==> src/rtl/sema_fifo.sv <==
//==============================================================================
// Module      : sema_fifo
// Description : Bidirectional semaphore mailbox built from two independent FIFO
//               channels (A->B and B->A), each with a sticky overflow flag.
// Revision    : 1.0 - initial release
//==============================================================================
`default_nettype none

module sema_fifo_chan #(
    parameter int DATA_W = 8,
    parameter int DEPTH  = 4
) (
    input  logic              clk,
    input  logic              rst_n,
    input  logic              i_write,
    input  logic [DATA_W-1:0] i_data,
    input  logic              i_ready,
    input  logic              i_ovf_clr,
    output logic [DATA_W-1:0] o_data,
    output logic              o_valid,
    output logic              o_empty,
    output logic              o_full,
    output logic              o_ovf
);
    localparam int AW = (DEPTH > 1) ? $clog2(DEPTH) : 1;
    localparam int CW = $clog2(DEPTH + 1);

    typedef enum logic [1:0] {
        ST_EMPTY   = 2'd0,
        ST_PARTIAL = 2'd1,
        ST_FULL    = 2'd2
    } state_t;

    state_t            r_state;
    state_t            w_state_nxt;
    logic [DATA_W-1:0] r_mem [DEPTH];
    logic [AW-1:0]     r_wptr;
    logic [AW-1:0]     r_rptr;
    logic [CW-1:0]     r_count;
    logic              r_ovf;
    logic              w_push;
    logic              w_pop;
    logic              w_drop;

    assign o_valid = (r_state != ST_EMPTY);
    assign o_empty = (r_state == ST_EMPTY);
    assign o_full  = (r_state == ST_FULL);
    assign o_data  = r_mem[r_rptr];
    assign o_ovf   = r_ovf;

    // A pop frees a slot on the same edge, so a write at full is still accepted.
    assign w_pop  = o_valid & i_ready;
    assign w_push = i_write & (~o_full | w_pop);
    assign w_drop = i_write & o_full & ~w_pop;

    always_ff @(posedge clk or negedge rst_n) begin
        if (!rst_n) begin
            r_state <= ST_EMPTY;
            r_wptr  <= '0;
            r_rptr  <= '0;
            r_count <= '0;
            r_ovf   <= 1'b0;
        end else begin
            r_state <= w_state_nxt;
            if (w_push) r_wptr <= r_wptr + AW'(1);
            if (w_pop)  r_rptr <= r_rptr + AW'(1);
            if (w_push && !w_pop)      r_count <= r_count + CW'(1);
            else if (w_pop && !w_push) r_count <= r_count - CW'(1);
            if (w_drop)         r_ovf <= 1'b1;
            else if (i_ovf_clr) r_ovf <= 1'b0;
        end
    end

    always_ff @(posedge clk) begin
        if (w_push) r_mem[r_wptr] <= i_data;
    end

    always_comb begin
        w_state_nxt = r_state;
        case (r_state)
            ST_EMPTY: begin
                if (w_push) w_state_nxt = ST_PARTIAL;
            end
            ST_PARTIAL: begin
                if (w_push && !w_pop && (r_count == CW'(DEPTH - 1)))
                    w_state_nxt = ST_FULL;
                else if (w_pop && !w_push && (r_count == CW'(1)))
                    w_state_nxt = ST_EMPTY;
            end
            ST_FULL: begin
                if (w_pop && !w_push) w_state_nxt = ST_PARTIAL;
            end
            default: w_state_nxt = ST_EMPTY;
        endcase
    end
endmodule

module sema_fifo #(
    parameter int DATA_W = 8,
    parameter int DEPTH  = 4
) (
    input  logic              clk_s,
    input  logic              rstn_s,
    input  logic              sema_write_o_s_A,
    input  logic [DATA_W-1:0] sema_data_o_s_A,
    output logic              sema_is_empty_i_s_A,
    output logic              sema_is_full_i_s_A,
    output logic              sema_ovf_i_s_A,
    input  logic              sema_ovf_clr_o_s_A,
    output logic [DATA_W-1:0] sema_data_i_s_B,
    output logic              sema_valid_i_s_B,
    input  logic              sema_ready_o_s_B,
    input  logic              sema_write_o_s_B,
    input  logic [DATA_W-1:0] sema_data_o_s_B,
    output logic              sema_is_empty_i_s_B,
    output logic              sema_is_full_i_s_B,
    output logic              sema_ovf_i_s_B,
    input  logic              sema_ovf_clr_o_s_B,
    output logic [DATA_W-1:0] sema_data_i_s_A,
    output logic              sema_valid_i_s_A,
    input  logic              sema_ready_o_s_A
);
    sema_fifo_chan #(.DATA_W(DATA_W), .DEPTH(DEPTH)) u_chan_a2b (
        .clk       (clk_s),
        .rst_n     (rstn_s),
        .i_write   (sema_write_o_s_A),
        .i_data    (sema_data_o_s_A),
        .i_ready   (sema_ready_o_s_B),
        .i_ovf_clr (sema_ovf_clr_o_s_A),
        .o_data    (sema_data_i_s_B),
        .o_valid   (sema_valid_i_s_B),
        .o_empty   (sema_is_empty_i_s_A),
        .o_full    (sema_is_full_i_s_A),
        .o_ovf     (sema_ovf_i_s_A)
    );

    sema_fifo_chan #(.DATA_W(DATA_W), .DEPTH(DEPTH)) u_chan_b2a (
        .clk       (clk_s),
        .rst_n     (rstn_s),
        .i_write   (sema_write_o_s_B),
        .i_data    (sema_data_o_s_B),
        .i_ready   (sema_ready_o_s_A),
        .i_ovf_clr (sema_ovf_clr_o_s_B),
        .o_data    (sema_data_i_s_A),
        .o_valid   (sema_valid_i_s_A),
        .o_empty   (sema_is_empty_i_s_B),
        .o_full    (sema_is_full_i_s_B),
        .o_ovf     (sema_ovf_i_s_B)
    );
endmodule

`default_nettype wire

==> config.mk <==
export PLATFORM = sky130hd
export DESIGN_NAME = sema_fifo
export DESIGN_NICKNAME = d
export VERILOG_FILES = /design/src/rtl/sema_fifo.sv
export SDC_FILE = /design/constraint.sdc
export NUM_CORES = 1
export LEC_CHECK = 0
export ABC_AREA = 1
export CAP_MARGIN = 20
export CORE_MARGIN = 5
export CORE_UTILIZATION = 59
export DETAILED_ROUTE_END_ITERATION = 6
export PLACE_DENSITY_LB_ADDON = 0.25
export SLEW_MARGIN = 25
export SYNTH_ARGS = -nofsm -noshare
export SYNTH_HDL_FRONTEND = slang
export SYNTH_SLANG_ARGS = --single-unit
==> constraint.sdc <==
create_clock -name clk_s -period 3.6 [get_ports clk_s]
set_clock_uncertainty 0.1 [all_clocks]
set_input_delay 0.72 -clock clk_s [delete_from_list [all_inputs] [get_ports clk_s]]
set_output_delay 0.72 -clock clk_s [all_outputs]
set_load 0.01 [all_outputs]
Word-level counts from Yosys, hierarchy flattened
Memories as Yosys holds them, arrays and structs flattened.
Index checks and enable logic that the tools add are counted.
Widths: inputs -> output; s select.
Operators by class
  $add $sub $neg: 8
  eq/ne operators: 14
  muxes and demuxes: 22
  bitwise logic cells: 14
  reductions and logical operators: 22
Operator list (count)
  $mux 2: 8
  $mux 3: 4
  $pmux 2 s3: 2
  $reduce_bool 2->1: 6
  $add 2x1->2 const B: 4
  $and 1x1->1: 8
  $logic_and 1x1->1: 8
  $mux 1: 8
  $add 3x1->3 const B: 2
  $eq 3x1->1 const B: 2
  $eq 3x2->1 const B: 2
  $ne 3x1->1 const B: 2
  $reduce_and 3->1: 2
  $sub 3x1->3 const B: 2
  $eq 2x1->1 const B: 2
  $eq 2x2->1 const B: 2
  $logic_not 1->1: 4
  $logic_not 2->1: 2
  $ne 2x1->1 const B: 2
  $ne 2x2->1 const B: 2
  $not 1->1: 4
  $or 1x1->1: 2
Word-level totals
  register bits after elaboration: 20
  memory bits (writable): 64
  output and inout port bits: 24
  memories kept: 2
Memory list
  u_chan_a2b.r_mem: words 4, width 8, read ports 1, clocked after memory_dff 0, write ports 1, RTL line 36  | logic [DATA_W-1:0] r_mem [DEPTH];
  u_chan_b2a.r_mem: words 4, width 8, read ports 1, clocked after memory_dff 0, write ports 1, RTL line 36

Longest topological paths before layout
Gate-level depths: netlist of run 1.
  depth after elaboration: 10
  mapped depth: 8

Cells and area by module
A second synthesis of run 1 with hierarchy kept.
Second synthesis, totals
  cells, all modules: 314
  area total of the unflattened synthesis: 3744.8 µm²
Modules (own cells, without submodules)
  sema_fifo_chan at u_chan_b2a: instances 1, cells an instance 165, area an instance 1918.1 µm², seq. area each 1211.2 µm²
  sema_fifo_chan at u_chan_a2b: instances 1, cells an instance 149, area an instance 1826.8 µm², seq. area each 1211.2 µm²

Worst setup path before layout of run 1
OpenSTA, ideal clock, no wires.
  kind: reg-to-output
  start: register u_chan_b2a.r_rptr[0]
  end: output port sema_data_i_s_A[0]
  arrival time: 1.084 ns
  required time: 2.780 ns
  setup slack: 1.696 ns
  cell stages (with the launch flop): 6
  buffers on the path: 2
  cells stage by stage: dfrtp_1 buf_2 inv_1 buf_2 nor2_1 o22ai_1
On the way
  cells in the longest elaborated chain, start to end: 1
RTL lines
  start: declaration: RTL line 38  | logic [AW-1:0] r_rptr;
  start signal: assignment: RTL line 66  | if (w_pop) r_rptr <= r_rptr + AW'(1);
  $mem_v2 4x8
  end: declaration: RTL line 119  | output logic [DATA_W-1:0] sema_data_i_s_A,
Every way passes these cells.

Worst setup path in the final report of run 1
  start: register u_chan_a2b.r_rptr[0]
  end: output port sema_data_i_s_B[5]
On the way
  cells in the longest elaborated chain, start to end: 1
RTL lines
  start: declaration: RTL line 38
  start signal: assignment: RTL line 66
  $mem_v2 4x8
  end: declaration: RTL line 110  | output logic [DATA_W-1:0] sema_data_i_s_B,
Every way passes these cells.

==> metrics.md, run 1 <==
| Metric | Value |
|---|---|
| Reg power frac | `a little over two fifths` |
| Comb power frac | `37.2%` |
| Mapped Area | `0.00363 mm^2` |
| Maximum clock insertion buffer count | `2` |
| Worst setup startpoint | `u_chan_a2b.r_rptr[0]` |
| Die height | `88.5 um` |
| Post-route ant nets | `0` |
| Gr usage total | `19.0%` |
| Num rows | `28` |
| Initial Util | `~61%` |
| Max Clock Freq | `roughly 310 MHz` |
| Post-synthesis cell count | `about 310` |
| Flop2flop setup slack | `1.75 ns` |
| Pwr/cell area | `between 700 and 800 mW/mm^2` |
| Worst rel slew slack | `~45%` |
| Largest net degree at the start of global routing | `21` |
| Fin crit share | `88.6%` |
| Total power draw | `between 3000 and 4000 uW` |
| Number of global-route vias before repair | `about 2.3k` |
| Synthesis-stage register bit count | `84` |
| Critical path arrival | `2.37 ns` |
| WS Path Type | `reg -> out` |
| Setup Fix Bufs, Post-CTS | `0` |
| R2R Path Start | `u_chan_b2a.r_state[1]` |
| Post-CTS sizing | `0` |
| Seq/Total Area, Yosys | `66.7%` |
| P_sw | `about 1200 uW` |
| Max-cap violations | `0` |
| Syn Nets | `approximately 350` |
| Synth Area per Inst | `roughly 12 um^2` |
| Pre-antenna DRT Iters | `4` |
| Via count | `roughly 2.3k` |
| Share of layout cells above drive strength 1 | `8.01%` |
| First-pass GRT wire length | `11100 um` |
| Nets | `a little under 400` |
| Grt ovf | `0` |
| # clock sinks | `84` |
| Clk pwr share | `around a fifth` |
| DRC Markers | `0` |
| Placer Congestion | `approximately 0.80` |
| Worst setup SP type | `flip-flop` |
| Int Power | `about 2200 uW` |
| Final wirelength | `~6900 um` |
| Initial antenna violation count | `0` |
| Required time worst endpoint | `about 2.8 ns` |
| Fillcell total | `~410` |
| Wire per inst | `15.8 um` |
| Final TNS setup | `0 ns` |
| RSZ-0062 raised after global routing | `false` |
| Die width | `roughly 88 um` |
| CTS buffer count | `9` |
| Worst-path clk slew | `0.08 ns` |
| Critical Path Sink Type | `output pin` |
| Setup-failing EPs final | `0` |
| Synth Warn # | `0` |
| Switching portion of total power | `around 36%` |
| H-tree levels | `3` |
| Leak Pwr | `between 0.0015 and 0.002 uW` |
| Synth top area share | `52.9%` |
| Status | `finished clean` |
| Clock Root Buffer | `clkbuf_8` |
| Hold_buf cts | `0` |
| Final HPWL DP | `about 4800 um` |
| Area contributors post-synth | `edfxtp_1 (53%), dfrtp_1 (14%), ha_1 (5.5%)` |
| CTS tree | `built` |
| PortBufs | `between 40 and 50` |
| Routed vias/inst | `5.35` |
| Diode count | `0` |
| Largest fanout on the critical path | `18` |
| Netlist cell types | `27` |
| Hold WC Path Type | `in -> async` |
| # IOs | `48` |
| Post-route minimum period | `~3.2 ns` |
| Core area | `a little under 0.006 mm^2` |
| Initial drt markers | `130` |
| Die area | `between 0.007 and 0.008 mm^2` |
| VDD IR max | `447 uV` |
| Yosys top cell by area | `edfxtp_1` |
| Clock latency on the worst-skew pair | `about 0.34 ns` |
| Fin. max-slew vios | `0` |
| Slew of the pin with the lowest slew margin | `between 0.8 and 0.9 ns` |
| Fin. Hold Viols | `0` |
| Area grow syn2layout | `19.8%` |
[Yosys cell counts, drive strengths merged]
| master | number |
|---|---|
| edfxtp | 64 |
| nor2 | 55 |
| o21ai | 39 |
| inv | 38 |
| nand2 | 21 |
| dfrtp | 20 |
| ha | 16 |
| o22ai | 16 |
| nand3 | 13 |
| buf | 8 |
| xor2 | 5 |
| o211ai | 4 |
| a21oi | 2 |
| o32ai | 2 |
| clkinv | 1 |
| nand3b | 1 |
| nand4 | 1 |
| or2 | 1 |
[per-layer routing]
metal | GRT usage, % | vias to the layer above | share of wire [%] | wire length [um]
li1 | - | 1160 | - | -
met1 | 24.4 | 1101 | 42 | 2910
met3 | 4.19 | 9 | 6.2 | 424
met4 | 5.91 | 0 | 1.1 | 79
met2 | 32.3 | 67 | 50 | 3470
met5 | 0 | - | 0 | 0
[registers in the layout, indices dropped and copies added (netlist names), 3 cells and up]
register            count
u_chan_a2b.r_mem       32
u_chan_b2a.r_count      3
u_chan_a2b.r_count      3
u_chan_b2a.r_mem       32
[worst max-delay path, cell delays in order, from the launching register on]
cell,delay [ns]
dfrtp_1,0.57
inv_1,0.46
o21ai_0,0.19
o22ai_1,0.22
clkdlybuf4s50_1,0.58
[cell usage in the layout, fill, tap and decap left out, drive strengths merged, types with 2 or more instances in the layout]
master and count:
edfxtp 64, o21ai 39, o22ai 16, nand2 21, nor2 55, xor2 5
clkinvlp 2, clkinv 3, o32ai 2, nand3 13, clkdlybuf4s50 46, dfrtp 20
ha 16, o211ai 4, clkbuf 9, inv 40, a21oi 2
[worst paths after layout]
kind,end,cells after the start
max,sema_data_i_s_B[5],4
min,u_chan_b2a.o_ovf,1
max reg2reg,u_chan_b2a.r_mem[0][6],3
min reg2reg,u_chan_a2b.o_ovf,2
max in group asynchronous,u_chan_a2b.r_rptr[0],1
min in group clk_s,u_chan_a2b.o_ovf,2
[through the flow]
stage                     util (%)  instance area, um^2  setup slack [ns]  hold WS, ns  instances
after global routing          73.1                 4350             0.217        0.234        437
after CTS                     73.2                 4360             0.403        0.427        437
final                         73.1                 4350             0.411        0.208        437
after global placement        69.9                 4160             0.894        0.405        421
after detailed placement      69.9                 4160             0.880        0.411        421
after floorplan                  -                 3630              1.70        0.324        307
[power groups by stage]
stage / clock [uW] / sequential, uW / combinational [uW]
after floorplan: 0 / 1380 / 823
after global placement: 0 / 1480 / 1220
after detailed placement: 0 / 1490 / 1270
after CTS: 674 / 1470 / 1290
after global routing: 724 / 1500 / 1410
final: 667 / 1470 / 1270
[layout make-up]
class,instances,area (um^2),area share (%)
clock buffer,9,124,2.84
multi-input combinational,176,1030,23.6
tap,75,93.8,2.16
clock inverter,7,75.1,1.72
timing repair buffer,47,465,10.7
inverter,39,146,3.36
sequential,84,2420,55.6
[kinds of logic after synthesis]
family	count (synthesis)	synth area share [%]
DFF	84	66.7
and+or+nand+nor	92	11.2
xor gates and xnor gates	5	1.21
buffers and inverters	47	5.06
adders and majority gates	16	5.51
AOI/OAI and AO/OA	63	10.3
Note: power is estimated with default switching activity, not from simulation.
==> run 2, diff against run 1 <==
--- a/config.mk
+++ b/config.mk
@@ -8,10 +8,11 @@
 export ABC_AREA = 1
 export CAP_MARGIN = 20
 export CORE_MARGIN = 5
-export CORE_UTILIZATION = 59
+export CORE_UTILIZATION = 30
 export DETAILED_ROUTE_END_ITERATION = 6
 export PLACE_DENSITY_LB_ADDON = 0.25
-export SLEW_MARGIN = 25
+export SLEW_MARGIN = 20
 export SYNTH_ARGS = -nofsm -noshare
 export SYNTH_HDL_FRONTEND = slang
+export SYNTH_HIERARCHICAL = 1
 export SYNTH_SLANG_ARGS = --single-unit
==> run 2 against run 1 <==
  * Final area is 8.0% higher
  * Sequential cell count stayed put
  * First-iteration DRC count is 6.9% lower
  * Register-to-register slack better by 0.08 ns
  * Final cell count is 24% higher
==> metrics.md, run 2 <==
| Metric | Value |
|---|---|
| Diode count | `0 (unchanged)` |
| Yosys top cell by area | `edfxtp_1` |
| Cell family with most CP delay | `buffers and inverters` |
| Hold WC Path Type | `reg -> reg` |
| Clock latency on the worst-skew pair | `0.33 ns (about the same)` |
| Maximum clock insertion buffer count | `2 (unchanged)` |
| Initial antenna violation count | `0 (unchanged)` |
| Critical path's slowest cell | `dfrtp_1` |
| PortBufs | `47 (unchanged)` |
| Initial Util | `30.9% (-30 points)` |
| Number of global-route vias before repair | `2357 (+0.77%)` |
| Routed vias/inst | `4.26 (-20%)` |
| Gr usage total | `10.3% (-8.7 points)` |
| Worst rel slew slack | `52.0% (+7.3 points)` |
| Nets | `413 (+4.0%)` |
| Predominant post-synthesis flop cell | `edfxtp_1` |
| R2R Path Start | `u_chan_a2b/r_state[0]` |
| P_sw | `1260 uW (+3.9%)` |
| DRC Markers | `0 (unchanged)` |
| Via count | `2317 (-0.86%)` |
| Max stage delay on crit path | `0.57 ns (about the same)` |
| EDFF count, synth | `64 (unchanged)` |
| Syn Nets | `356 (+2.6%)` |
| Share of layout cells above drive strength 1 | `11.2% (+3.2 points)` |
| WS Path Type | `reg -> out` |
| Cell depth of the worst min-delay path | `2` |
| Buf+Inv Stages, Crit Path | `2 (unchanged)` |
| Largest net degree at the start of global routing | `21 (unchanged)` |
| Worst setup SP type | `flip-flop` |
| Worst path cell trace | `inv_2, o21ai_0, o22ai_1, clkdlybuf4s50_1` |
| Clock Root Buffer | `clkbuf_16` |
| Reg-to-reg endpoint | `u_chan_a2b/r_mem[2][3]` |
| Area contributors post-synth | `edfxtp_1 (51%), dfrtp_1 (13%), ha_1 (6.0%)` |
| Switching portion of total power | `34.9% (-0.77 points)` |
| # IOs | `48 (unchanged)` |
| Synth Warn # | `6 (+6)` |
| Comb power frac | `35.5% (-1.7 points)` |
| Reg power frac | `40.4% (-2.8 points)` |
| Setup Fix Bufs, Post-CTS | `0 (unchanged)` |
| Asr flop ratio synth | `23.8% (unchanged)` |
| Worst-path clk slew | `0.07 ns (about the same)` |
| Post-synthesis cell count | `314 (+2.3%)` |
| Die area | `0.0148 mm^2 (+89%)` |
| Status | `finished clean` |
| CTS buffer count | `9 (unchanged)` |
| Synth top area share | `51.3% (-1.6 points)` |
| Max-cap violations | `0 (unchanged)` |
| Most common cell after layout, fill and taps aside | `edfxtp_1` |
| Hold_buf cts | `0 (unchanged)` |
| Critical Path Sink Type | `output pin` |
| Setup-failing EPs final | `0 (unchanged)` |
| Fin crit share | `81.3% (-7.3 points)` |
| Most common cell in the netlist | `edfxtp_1` |
| Placer Congestion | `0.706 (-12%)` |
| Worst R2R Path Depth | `4 (+1)` |
| Netlist cell types | `32 (+19%)` |
| CTS tree | `built` |
| Required time worst endpoint | `2.78 ns (about the same)` |
| Wire per inst | `13.0 um (-17%)` |
| Seq/Total Area, Yosys | `64.7% (-2.0 points)` |
| Dpl ws | `0.953 ns (+0.0736 ns)` |
| # clock sinks | `84 (unchanged)` |
| Fin. Hold Viols | `0 (unchanged)` |
| Int Power | `2350 uW (+7.5%)` |
| Pre-antenna DRT Iters | `4 (unchanged)` |
| WHS Endpoint | `u_chan_b2a/r_count[1]` |
| Critical path arrival | `2.11 ns (-0.26 ns)` |
| Post-CTS sizing | `0 (unchanged)` |
| Final TNS setup | `0 ns (unchanged)` |
| Area grow syn2layout | `25.6%` |
| Flop2flop setup slack | `1.83 ns (+0.08 ns)` |
| Grt ovf | `0 (unchanged)` |
| Synthesis-stage register bit count | `84 (unchanged)` |
| Final wirelength | `7090 um (+3.0%)` |
| Pwr/cell area | `770 mW/mm^2 (-1.7%)` |
| Die width | `122 um (+38%)` |
| Clk pwr share | `24.2% (+4.6 points)` |
| Top Registers | `u_chan_a2b/r_mem x32, u_chan_b2a/r_mem x32` |
| Num rows | `40 (+43%)` |
| Final setup margin | `0.672 ns (+0.261 ns)` |
| Fin. max-slew vios | `0 (unchanged)` |
| Max Clock Freq | `342 MHz (+8.9%)` |
| Largest fanout on the critical path | `18 (unchanged)` |
| Post-route ant nets | `0 (unchanged)` |
| Initial drt markers | `121 (-6.9%)` |
| Final HPWL DP | `4880 um (+2.7%)` |
| H-tree levels | `3 (unchanged)` |
| VDD IR max | `229 uV (-49%)` |
| Post-route minimum period | `2.93 ns (-0.261 ns)` |
| Die height | `122 um (+38%)` |
| Total power draw | `3620 uW (+6.2%)` |
| Slew of the pin with the lowest slew margin | `0.717 ns (-0.109 ns)` |
| First-pass GRT wire length | `11900 um (+7.3%)` |
| Core area | `0.0121 mm^2 (+100%)` |
| Worst Hold Launch | `u_chan_b2a/r_count[1]` |
| Leak Pwr | `0.00183 uW (+7.6%)` |
| Synth top cells by count | `edfxtp_1 (64), nor2_1 (45), inv_1 (33)` |
| Mapped Area | `0.00374 mm^2 (+3.1%)` |
| Synth Area per Inst | `11.9 um^2 (+0.77%)` |
| Most frequent cells in the layout | `edfxtp_1 (64), clkdlybuf4s50_1 (47), nor2_1 (45), inv_1 (33)` |
| Final hold slack | `0.421 ns (+0.212 ns)` |
| RSZ-0062 raised after global routing | `false` |
==> run 2: changes by cell type in the layout (fill, tap and decap cells not counted), sizes merged, moves of 4 or more <==
cell / before / now
o21ai: 39 / 32
inv: 40 / 44
nor2: 55 / 48
nand2: 21 / 29
buf: 1 / 7
o22ai: 16 / 9
o211ai: 4 / 12
or2: 1 / 8
==> run 2: worst max path at each step <==
| stage | slack (ns) | end | from | cells after the start |
|---|---|---|---|---|
| final | 0.67 | sema_data_i_s_B[5] | u_chan_a2b/r_rptr[0] | 4 |
| after global routing | 0.47 | sema_data_i_s_B[4] | u_chan_a2b/r_rptr[0] | 4 |
| after CTS | 0.60 | sema_data_i_s_B[5] | u_chan_a2b/r_rptr[0] | 4 |
| after detailed placement | 0.95 | sema_data_i_s_B[5] | u_chan_a2b/r_rptr[0] | 4 |
| after global placement | 0.98 | sema_data_i_s_B[5] | u_chan_a2b/r_rptr[0] | 4 |
| after floorplan | 1.74 | sema_data_i_s_B[0] | u_chan_a2b/r_rptr[0] | 5 |
==> run 2: layout make-up <==
cell class | count | area, um^2
Clock buffer | 9 | 225
Clock inverter | 7 | 58.8
Fill cell | 1203 | 7410
Inverter | 40 | 153
Multi-Input combinational cell | 182 | 1110
Sequential cell | 84 | 2420
Tap cell | 168 | 210
Timing Repair Buffer | 54 | 523
==> run 2: power groups by stage <==
stage | combinational (uW) | clock [uW] | sequential (uW)
floorplan | 871 | 0 | 1370
global placement | 1290 | 0 | 1480
detailed placement | 1300 | 0 | 1490
CTS | 1310 | 901 | 1470
global route | 1450 | 950 | 1490
finish | 1280 | 874 | 1460
==> run 2: stage by stage <==
stage | area, um^2 | std cells | utilization [%]
after detailed placement | 4420 | 528 | 36.5
after global routing | 4700 | 544 | 38.8
after floorplan | 3740 | 314 | -
after CTS | 4700 | 544 | 38.8
after global placement | 4420 | 528 | 36.5
final | 4700 | 544 | 38.8
==> run 2: logic make-up (layout without fill, tap and decap cells) <==
group / Yosys count / after routing / synth area share, %
buf+inv: 48 / 110 / 5.65
xor+xnor: 8 / 8 / 1.87
flops: 84 / 84 / 64.7
simple gates: 98 / 98 / 12.0
compound gates: 58 / 58 / 9.76
fa+ha+maj: 18 / 18 / 6.01
==> run 2: layer usage <==
metal	wire length [um]	track usage, %
met5	0	0
met3	238	1.95
met1	3240	13.2
met2	3530	17.0
met4	84	4.20
==> run 2: worst min-delay path, delay by kind of cell (launching register included) <==
kind,cells,cell delay (ns)
AO/OA/AOI/OAI,1,0.07
flip-flops,1,0.36
AND/OR/NAND/NOR,1,0.05
==> run 3, diff against run 2 <==
==> constraint.sdc (replaced) <==
create_clock -name clk_s -period 2.4 [get_ports clk_s]
set_clock_uncertainty 0.1 [all_clocks]
set_input_delay 0.48 -clock clk_s [delete_from_list [all_inputs] [get_ports clk_s]]
set_output_delay 0.48 -clock clk_s [all_outputs]
set_load 0.01 [all_outputs]
==> run 3 against run 2 <==
  * Clock power increased by 50%
  * Setup slack worse by 0.58 ns
  * Die area unchanged
  * Power up 53%
  * Largest power group unchanged
  * Non-clock buffer count grew 15
  * Critical path depth stayed put
==> metrics.md, run 3 (same netlist as run 2, synthesis figures left out) <==
| Metric | Value |
|---|---|
| Number of global-route vias before repair | `2478 (+5.1%)` |
| Top Registers | `u_chan_a2b/r_mem x32, u_chan_b2a/r_mem x32` |
| DRC Markers | `0 (unchanged)` |
| Via count | `2394 (+3.3%)` |
| Wire per inst | `12.9 um (-0.80%)` |
| Final wirelength | `7220 um (+1.7%)` |
| Grt ovf | `0 (unchanged)` |
| Fin. max-slew vios | `0 (unchanged)` |
| # IOs | `48 (unchanged)` |
| Fillcell total | `1204 (+0.083%)` |
| Initial antenna violation count | `0 (unchanged)` |
| Share of layout cells above drive strength 1 | `14.9% (+3.7 points)` |
| Die area | `0.0148 mm^2 (unchanged)` |
| First-pass GRT wire length | `12100 um (+1.7%)` |
| Fin crit share | `between 90% and 100%` |
| Worst setup SP type | `flip-flop` |
| Leak Pwr | `0.00195 uW (+7.0%)` |
| Final TNS setup | `0 ns (unchanged)` |
| Maximum clock insertion buffer count | `2 (unchanged)` |
| Post-route ant nets | `0 (unchanged)` |
| VDD IR max | `397 uV (+74%)` |
| Max-cap violations | `0 (unchanged)` |
| Worst-path clk slew | `0.06 ns (about the same)` |
| Hold WC Path Type | `in -> async` |
| Final hold slack | `0.394 ns (-0.0274 ns)` |
| Worst rel slew slack | `77.2% (+25 points)` |
| Max Clock Freq | `between 400 and 500 MHz` |
| H-tree levels | `3 (unchanged)` |
| # clock sinks | `84 (unchanged)` |
| Largest fanout on the critical path | `4 (-14)` |
| CTS tree | `built` |
| Dpl ws | `0.177 ns (-0.776 ns)` |
| Most common cell after layout, fill and taps aside | `edfxtp_1` |
| CTS buffer count | `9 (unchanged)` |
| Gr usage total | `10.7% (+0.41 points)` |
| Placer Congestion | `0.750 (+6.3%)` |
| Die height | `122 um (unchanged)` |
| Required time worst endpoint | `1.82 ns (-0.96 ns)` |
| Nets | `428 (+3.6%)` |
| Critical path arrival | `1.73 ns (-0.38 ns)` |
| WS Path Type | `reg -> out` |
| Total power draw | `5540 uW (+53%)` |
| Final HPWL DP | `4980 um (+1.9%)` |
| Status | `finished clean` |
| Fin. Hold Viols | `0 (unchanged)` |
| Initial drt markers | `115 (-5.0%)` |
| Post-route minimum period | `between 2 and 2.5 ns` |
| Num rows | `40 (unchanged)` |
| Final setup margin | `0.0892 ns (-0.583 ns)` |
| Most frequent cells in the layout | `edfxtp_1 (64), nor2_1 (45), clkdlybuf4s50_1 (34), inv_1 (32)` |
| PortBufs | `47 (unchanged)` |
| Area grow syn2layout | `29.1%` |
| Initial Util | `30.9% (unchanged)` |
| Routed vias/inst | `4.29 (+0.73%)` |
| Pre-antenna DRT Iters | `4 (unchanged)` |
| Die width | `122 um (unchanged)` |
| Critical Path Sink Type | `output pin` |
| Pwr/cell area | `1150 mW/mm^2 (+49%)` |
| Core area | `0.0121 mm^2 (unchanged)` |
| Slew of the pin with the lowest slew margin | `0.343 ns (-0.375 ns)` |
| Diode count | `0 (unchanged)` |
| Largest net degree at the start of global routing | `21 (unchanged)` |
| Setup-failing EPs final | `0 (unchanged)` |
| Clock latency on the worst-skew pair | `0.34 ns (about the same)` |
| Clock Root Buffer | `clkbuf_16` |
run 3: cell types whose count changed in the layout (fill, tap and decap cells not counted), moves of 3 or more:
cell             change
dfrtp_2              +3
clkdlybuf4s50_1     -13
dfrtp_1              -3
dlygate4sd2_1        +7
buf_4               +15
dlymetal6s2s_1       +6
run 3: worst paths after layout:
| kind | slack (ns) | startpoint | to | cells after the start |
|---|---|---|---|---|
| setup reg to reg | 0.72 | u_chan_b2a/r_state[0] | u_chan_b2a/r_count[2] | 7 |
| setup / recovery | 0.09 | u_chan_a2b/r_rptr[0] | sema_data_i_s_B[7] | 4 |
| hold reg to reg | 0.42 | u_chan_b2a/r_count[1] | u_chan_b2a/r_count[1] | 2 |
| min in group clk_s | 0.42 | u_chan_b2a/r_count[1] | u_chan_b2a/r_count[1] | 2 |
| hold / removal | 0.39 | rstn_s | u_chan_a2b/r_count[1] | 2 |
| max in group asynchronous | 1.55 | rstn_s | u_chan_b2a/r_rptr[1] | 2 |
run 3: power breakdown:
| group | leakage [uW] | internal, uW | switching (uW) |
|---|---|---|---|
| Sequential | 0.000827 | 1910 | 234 |
| Clock | 0.000130 | 788 | 522 |
| Combinational | 0.000997 | 985 | 1100 |
| Total | 0.00195 | 3680 | 1860 |
run 3: what timing repair did:
item / in CTS / in global routing
buffers inserted: 7 / 3
resized for setup: 12 / 9
hold buffers: 0 / 0
endpoints found under the setup margin: 16 / 8
run 3: area by class of cell:
class,instances,area (um^2),share of cell area (%)
clock buffer,9,225,4.66
inverter,40,163,3.37
sequential,84,2430,50.2
tap,168,210,4.35
clock inverter,6,56.3,1.16
multi-input combinational,182,1110,23.0
timing repair buffer,69,642,13.3
run 3: worst max-delay path, stage by stage, from the launching register on:
cell and delay, ns:
dfrtp_2 0.43, buf_4 0.14, o21ai_0 0.09, o22ai_1 0.16, clkdlybuf4s50_1 0.56
run 3: routing by layer:
metal	GRT usage, %	part of all wire, %	vias up
li1	-	-	1225
met1	12.6	44	1126
met2	17.7	49	31
met3	3.16	4.0	12
met4	5.25	2.2	0
met5	0	0	-
run 3: stage by stage:
| stage | utilization [%] | std cells | instance area, um^2 |
|---|---|---|---|
| after floorplan | - | 314 | 3740 |
| final | 39.9 | 558 | 4830 |
| after detailed placement | 36.8 | 533 | 4460 |
| after CTS | 39.5 | 555 | 4790 |
| after global routing | 39.9 | 558 | 4830 |
| after global placement | 36.8 | 533 | 4460 |
